<file path="src/rtl/aes_rcon_pkg.sv">
// Shared constants and GF(2^8) helpers for the AES round-constant generator.
package aes_rcon_pkg;

  localparam logic [1:0] KS_128 = 2'b00;
  localparam logic [1:0] KS_192 = 2'b01;
  localparam logic [1:0] KS_256 = 2'b10;
  localparam logic [1:0] KS_ILL = 2'b11;

  localparam logic [3:0] LEN_128 = 4'd10;
  localparam logic [3:0] LEN_192 = 4'd8;
  localparam logic [3:0] LEN_256 = 4'd7;

  localparam logic [7:0] RCON_INV_128 = 8'h36;
  localparam logic [7:0] RCON_INV_192 = 8'h80;
  localparam logic [7:0] RCON_INV_256 = 8'h40;
  localparam logic [7:0] RCON_FWD_INIT = 8'h01;
  localparam logic [7:0] POLY_LO_DEF = 8'h1B;

  typedef enum logic {IDLE, RUN} state_t;

  // Multiply by x modulo the AES polynomial.
  function automatic logic [7:0] xtime(input logic [7:0] b, input logic [7:0] poly);
    return {b[6:0], 1'b0} ^ (b[7] ? poly : 8'h00);
  endfunction

  // Divide by x modulo the AES polynomial (inverse of xtime).
  function automatic logic [7:0] ixtime(input logic [7:0] b, input logic [7:0] poly);
    return b[0] ? (((b ^ poly) >> 1) | 8'h80) : (b >> 1);
  endfunction

  // Index of the final word for a key size (illegal sizes never reach RUN).
  function automatic logic [3:0] last_idx(input logic [1:0] ks);
    case (ks)
      KS_192:  return LEN_192 - 4'd1;
      KS_256:  return LEN_256 - 4'd1;
      default: return LEN_128 - 4'd1;
    endcase
  endfunction

  // First constant emitted: 0x01 forward, the last forward constant for inverse.
  function automatic logic [7:0] first_byte(input logic [1:0] ks, input logic inv);
    if (!inv) return RCON_FWD_INIT;
    case (ks)
      KS_192:  return RCON_INV_192;
      KS_256:  return RCON_INV_256;
      default: return RCON_INV_128;
    endcase
  endfunction

endpackage

</file>
<file path="src/rtl/gf8_step.sv">
// Combinational GF(2^8) stepper: multiply or divide a byte by x.
module gf8_step
  import aes_rcon_pkg::*;
#(
  parameter logic [7:0] POLY_LO = POLY_LO_DEF
) (
  input  logic [7:0] b,
  input  logic       inv,
  output logic [7:0] y
);

  assign y = inv ? ixtime(b, POLY_LO) : xtime(b, POLY_LO);

endmodule

</file>
<file path="src/rtl/aes_rcon_seq.sv">
// Sequential AES round-constant generator with valid/ready output stream.
module aes_rcon_seq
  import aes_rcon_pkg::*;
#(
  parameter int         WORD_W  = 32,
  parameter logic [7:0] POLY_LO = POLY_LO_DEF
) (
  input  logic              clk,
  input  logic              rst,
  input  logic              start,
  input  logic              abort,
  input  logic [1:0]        key_size,
  input  logic              inv,
  input  logic              rcon_ready,
  output logic              rcon_valid,
  output logic [WORD_W-1:0] rcon_word,
  output logic              rcon_last,
  output logic [3:0]        round_idx,
  output logic              busy,
  output logic              done,
  output logic              cfg_err
);

  state_t     state_q, state_d;
  logic [1:0] ks_q, ks_d;
  logic       inv_q, inv_d;
  logic [7:0] byte_q, byte_d, step_b;
  logic [3:0] idx_q, idx_d;
  logic       last_q, last_d;
  logic       done_q, done_d;
  logic       cfg_err_q, cfg_err_d;
  logic       do_load, do_clear, take_start;

  gf8_step #(.POLY_LO(POLY_LO)) u_step (
    .b  (byte_q),
    .inv(inv_q),
    .y  (step_b)
  );

  // Next-state logic. A start arriving with the final accept is honoured so a
  // new sequence can follow back-to-back with the done pulse.
  always_comb begin
    state_d    = state_q;
    ks_d       = ks_q;
    inv_d      = inv_q;
    byte_d     = byte_q;
    idx_d      = idx_q;
    last_d     = last_q;
    done_d     = 1'b0;
    cfg_err_d  = 1'b0;
    do_load    = 1'b0;
    do_clear   = 1'b0;
    take_start = 1'b0;

    case (state_q)
      IDLE: take_start = start && !abort;
      RUN: begin
        if (abort) begin
          do_clear = 1'b1;
        end else if (rcon_ready) begin
          if (last_q) begin
            do_clear   = 1'b1;
            done_d     = 1'b1;
            take_start = start;
          end else begin
            idx_d  = idx_q + 4'd1;
            byte_d = step_b;
            last_d = ((idx_q + 4'd1) == last_idx(ks_q));
          end
        end
      end
      default: do_clear = 1'b1;
    endcase

    if (take_start) begin
      if (key_size == KS_ILL) cfg_err_d = 1'b1;
      else                    do_load   = 1'b1;
    end

    if (do_clear) begin
      state_d = IDLE;
      byte_d  = 8'h00;
      idx_d   = 4'd0;
      last_d  = 1'b0;
    end

    if (do_load) begin
      state_d = RUN;
      ks_d    = key_size;
      inv_d   = inv;
      byte_d  = first_byte(key_size, inv);
      idx_d   = 4'd0;
      last_d  = 1'b0;
    end
  end

  // State and registered outputs.
  always_ff @(posedge clk) begin
    if (rst) begin
      state_q   <= IDLE;
      ks_q      <= KS_128;
      inv_q     <= 1'b0;
      byte_q    <= 8'h00;
      idx_q     <= 4'd0;
      last_q    <= 1'b0;
      done_q    <= 1'b0;
      cfg_err_q <= 1'b0;
    end else begin
      state_q   <= state_d;
      ks_q      <= ks_d;
      inv_q     <= inv_d;
      byte_q    <= byte_d;
      idx_q     <= idx_d;
      last_q    <= last_d;
      done_q    <= done_d;
      cfg_err_q <= cfg_err_d;
    end
  end

  // Place the constant byte in the top of the word; byte_q is zero in IDLE.
  always_comb begin
    rcon_word = '0;
    rcon_word[WORD_W-1 -: 8] = byte_q;
  end

  assign rcon_valid = (state_q == RUN);
  assign busy       = (state_q == RUN);
  assign rcon_last  = last_q;
  assign round_idx  = idx_q;
  assign done       = done_q;
  assign cfg_err    = cfg_err_q;

endmodule

</file>
<file path="config.mk">
export PLATFORM = sky130hd
export DESIGN_NAME = aes_rcon_seq
export DESIGN_NICKNAME = d
export VERILOG_FILES = /design/src/rtl/aes_rcon_pkg.sv /design/src/rtl/gf8_step.sv /design/src/rtl/aes_rcon_seq.sv
export SDC_FILE = /design/constraint.sdc
export NUM_CORES = 1
export LEC_CHECK = 0
export ABC_AREA = 1
export CORE_AREA = 2 2 60 62
export CTS_CLUSTER_DIAMETER = 100
export DETAILED_ROUTE_END_ITERATION = 8
export DIE_AREA = 0 0 62 64
export HOLD_SLACK_MARGIN = 0.08
export MAX_ROUTING_LAYER = met4
export PLACE_DENSITY = 0.81
export REMOVE_ABC_BUFFERS = 1
export SYNTH_ARGS = -nofsm -noshare
export SYNTH_HDL_FRONTEND = slang
export SYNTH_HIERARCHICAL = 1
export SYNTH_SLANG_ARGS = --single-unit
</file>
<file path="constraint.sdc">
create_clock -name clk -period 1.3 [get_ports clk]
set_input_delay 0.13 -clock clk [delete_from_list [all_inputs] [get_ports clk]]
set_output_delay 0.13 -clock clk [all_outputs]
set_load 0.01 [all_outputs]
</file>
==> summary.txt <==
Detailed routing
  • WL final: between 2 and 3 mm
  • Residual DRC: 0
  • Drt wl/cell: 9.18 um
  • Drt first pass iters: 6
  • Initial DRC Count: between 40 and 50
  • Final ANT Viol Nets: 0
  • Vias/cell: about 4.3
  • Via count of the routed design: around 1,300

Worst setup path
  • Setup crit end kind: flop
  • Crit path launch type: primary input
  • R2R Setup Slk: about 0.12 ns
  • Worst EP arrival: approximately 1.4 ns
  • CP required: ~1.6 ns
  • CP Max Fanout: 4
  • Max incr delay on CP: 0.48 ns
  • Bufs and invs on worst path: 3
  • Crit Path Class: primary input to flop
  • Slowest CP cell: clkdlybuf4s50_1
  • CP dominant cell by count: nor2_1
  • Cells along the critical path: clkdlybuf4s50_1 > buf_4 > inv_1 > ha_1 > nand2_1 > o21ai_4 > nor2_1 > nor2_1
  • Delay-heaviest family, CP: buffers and inverters

Pwr
  • Maximum VDD drop: 0.319 mV
  • Comb power frac: 0.282
  • Sequential power share: 0.489
  • Clk pwr share: 0.229
  • Tot Pwr: 1.34 mW
  • Sw power: 0.456 mW
  • Power per cell area: around 760 nW/um^2
  • Internal: around 0.89 mW
  • Sw Ratio: 0.339
  • Leakage power: between 0.9 and 1 nW

Layout
  • Layout fillers: ~320
  • Share of cells above drive strength 1: 0.230
  • Ant diodes: 0
  • Cell Count, Final, Fillers Out: approximately 300
  • Final net count: approximately 270
  • Area grow syn2layout: 24.4%
  • Design Area, Final: 1780 um^2

Place
  • GPL Wtd Cong: 0.842
  • DP Area: between 1500 and 2000 um^2
  • Pre-CTS setup slack: -0.263 ns
  • PortBufs: 24
  • Cells after DPL: slightly below 300
  • HPWL after DPL: roughly 2.2 mm

Floorplanning
  • Starting Density: 0.435
  • Die width: roughly 62 um
  • Row count: 21
  • Die ar.: 3970 um^2
  • Core Footprint: 3280 um^2
  • IO Count: between 40 and 50
  • Die Height: approximately 64 um

Timing
  • Final hold violation count: 0
  • Fmax: between 800 and 900 MHz
  • PnR worst setup slack: ~0.10 ns
  • Pins Over Slew Limit: 0
  • Skew final: ~0.0028 ns
  • Final count of negative-setup-slack endpoints: 0
  • Period minus WS final: 1.20 ns
  • Ratio of final minimum period to clock period: 0.920
  • RSZ-0062 raised after global routing: yes

Clock network
  • Num Clock Sinks: 19
  • CTS Hold Bufs: 0
  • Total CTS buffers: 3
  • Max clock buf depth: 2
  • # H-tree levels: 1
  • CTS clk-pin slew, worst paths: about 0.11 ns
  • Worst skew pair latency: 0.31 ns
  • CTS root buf: clkbuf_4
  • Post-CTS setup buffers: 0
  • Resized Gates After CTS: 32
  • CTS tree: built

GRT
  • Number of global-route vias before repair: ~1,100
  • GR Overflow Total: 0
  • GRT met2 Usage: 0.232
  • Top Usage Layer GRT: met2
  • Initial antenna violation count: 0
  • GR Util met3: 0.0243
  • First-pass GRT wire length: roughly 4.8 mm
  • Met1 Usage GRT: 0.219
  • Total GRT Usage: 0.162
  • Largest net degree at the start of global routing: 12

Logic synthesis
  • Number of synthesized flops with an enable pin: 0
  • Main synth FF type: dfxtp_1
  • Seq/Total Area, Yosys: 0.266
  • Yosys warnings: 6
  • Synthesized area per cell: 6.70 um^2
  • Ys async rst share: 0
  • Synth Instances: approximately 210
  • Synth Cell Area: between 1000 and 1500 um^2
  • Netlist cell types: 30
  • Synth Register Bits: 19

Run status
  • Run status: complete, no violations

Flow run
  • Max Cap Viol: 0

Min path
  • Type of the tightest min-delay check: flop to flop
## state kept, by name, summed over array words and instances (netlist names)
signal	flops
busy	1
byte_q	8
cfg_err	1
done	1
inv_q	1
ks_q	2
rcon_last	1
round_idx	4
## area by class of cell
class / instances / area (um^2) / area share
Clock inverter: 1 / 5.00 / 0.00282
Inverter: 28 / 110 / 0.0620
Clock buffer: 3 / 22.5 / 0.0127
Multi-Input combinational cell: 161 / 827 / 0.466
Tap cell: 46 / 57.6 / 0.0324
Sequential cell: 19 / 407 / 0.229
Timing Repair Buffer: 40 / 347 / 0.195
## through the flow
stage	TNS, ns	hold slack (ns)	utilization
final	0	0.480	0.541
after global routing	-0.00434	0.497	0.541
after global placement	-3.24	0.474	0.522
after floorplan	0	0.192	-
after detailed placement	-3.52	0.464	0.522
after CTS	0	0.480	0.532
## cell usage after synthesis (all sizes together) (2+ instances only)
| cell | instances | area share |
|---|---|---|
| clkinv | 2 | 0.0053 |
| nand4 | 2 | 0.0088 |
| nand2 | 59 | 0.17 |
| inv | 26 | 0.072 |
| a21oi | 9 | 0.045 |
| nand3 | 20 | 0.082 |
| dfxtp | 19 | 0.27 |
| nor2 | 25 | 0.074 |
| ha | 5 | 0.044 |
| o21ai | 12 | 0.047 |
| nand3b | 2 | 0.011 |
| buf | 28 | 0.15 |
## worst reg2reg max path: cells and delay by family (launching register included)
family        cells  cell delay [ns]
flops             1             0.54
buf+inv           1             0.11
simple gates      6             0.43
## metal layers
metal / vias up / routed length, um
met2: 35 / 1170
li1: 698 / -
met3: 5 / 124
met4: 0 / 63
met1: 542 / 1380
met5: - / 0
## logic make-up after synthesis
kind of cell / after synthesis / synth area share
AOI/OAI and AO/OA: 22 / 0.0973
xor gates and xnor gates: 2 / 0.0123
adders and majority gates: 5 / 0.0438
buffers and inverters: 56 / 0.230
DFF: 19 / 0.266
other: 1 / 0.00263
and+or+nand+nor: 108 / 0.347
## power groups by stage
| stage | clock network [mW] | registers [mW] | logic, mW |
|---|---|---|---|
| CTS | 0.322 | 0.657 | 0.376 |
| global route | 0.337 | 0.666 | 0.432 |
| detailed placement | 0 | 0.671 | 0.391 |
| finish | 0.308 | 0.657 | 0.379 |
| global placement | 0 | 0.670 | 0.387 |
| floorplan | 0 | 0.673 | 0.231 |
## layout by cell type, fill, tap and decap left out
master | synthesis | routed
nand2_1 | 54 | 54
conb_1 | 1 | 24
nor2_1 | 22 | 22
inv_1 | 20 | 20
nand3_1 | 18 | 18
buf_4 | 25 | 16
dlygate4sd2_1 | 0 | 15
dfxtp_2 | 0 | 9
clkdlybuf4s50_1 | 0 | 7
dfxtp_1 | 19 | 6
o21ai_0 | 5 | 5
o21ai_1 | 5 | 5
a21oi_2 | 5 | 5
inv_2 | 4 | 4
a21oi_1 | 4 | 4
dfxtp_4 | 0 | 4
nand2_2 | 3 | 3
ha_1 | 5 | 3
clkbuf_4 | 0 | 3
nor2_2 | 2 | 2
nand3b_1 | 2 | 2
clkinv_1 | 2 | 2
nand4_1 | 2 | 2
nand2_4 | 2 | 2
inv_4 | 2 | 2
dlymetal6s2s_1 | 0 | 2
nand3_4 | 1 | 1
o21ai_2 | 2 | 1
o21ai_4 | 0 | 1
nor2_4 | 1 | 1
xor2_1 | 1 | 1
o21a_1 | 1 | 1
xnor2_1 | 1 | 1
ha_2 | 0 | 1
ha_4 | 0 | 1
clkinv_2 | 0 | 1
nand3_2 | 1 | 1
## final timing paths
path	endpoint	depth (start not counted)	from
max	byte_q[4]$_SDFFE_PP0P_	8	key_size[0]
min reg2reg	ks_q[0]$_SDFFE_PP0P_	2	ks_q[0]$_SDFFE_PP0P_
max reg2reg	byte_q[4]$_SDFFE_PP0P_	7	inv_q$_SDFFE_PP0P_
min	ks_q[0]$_SDFFE_PP0P_	2	ks_q[0]$_SDFFE_PP0P_
No activity file was read; power rests on OpenSTA's default activity.
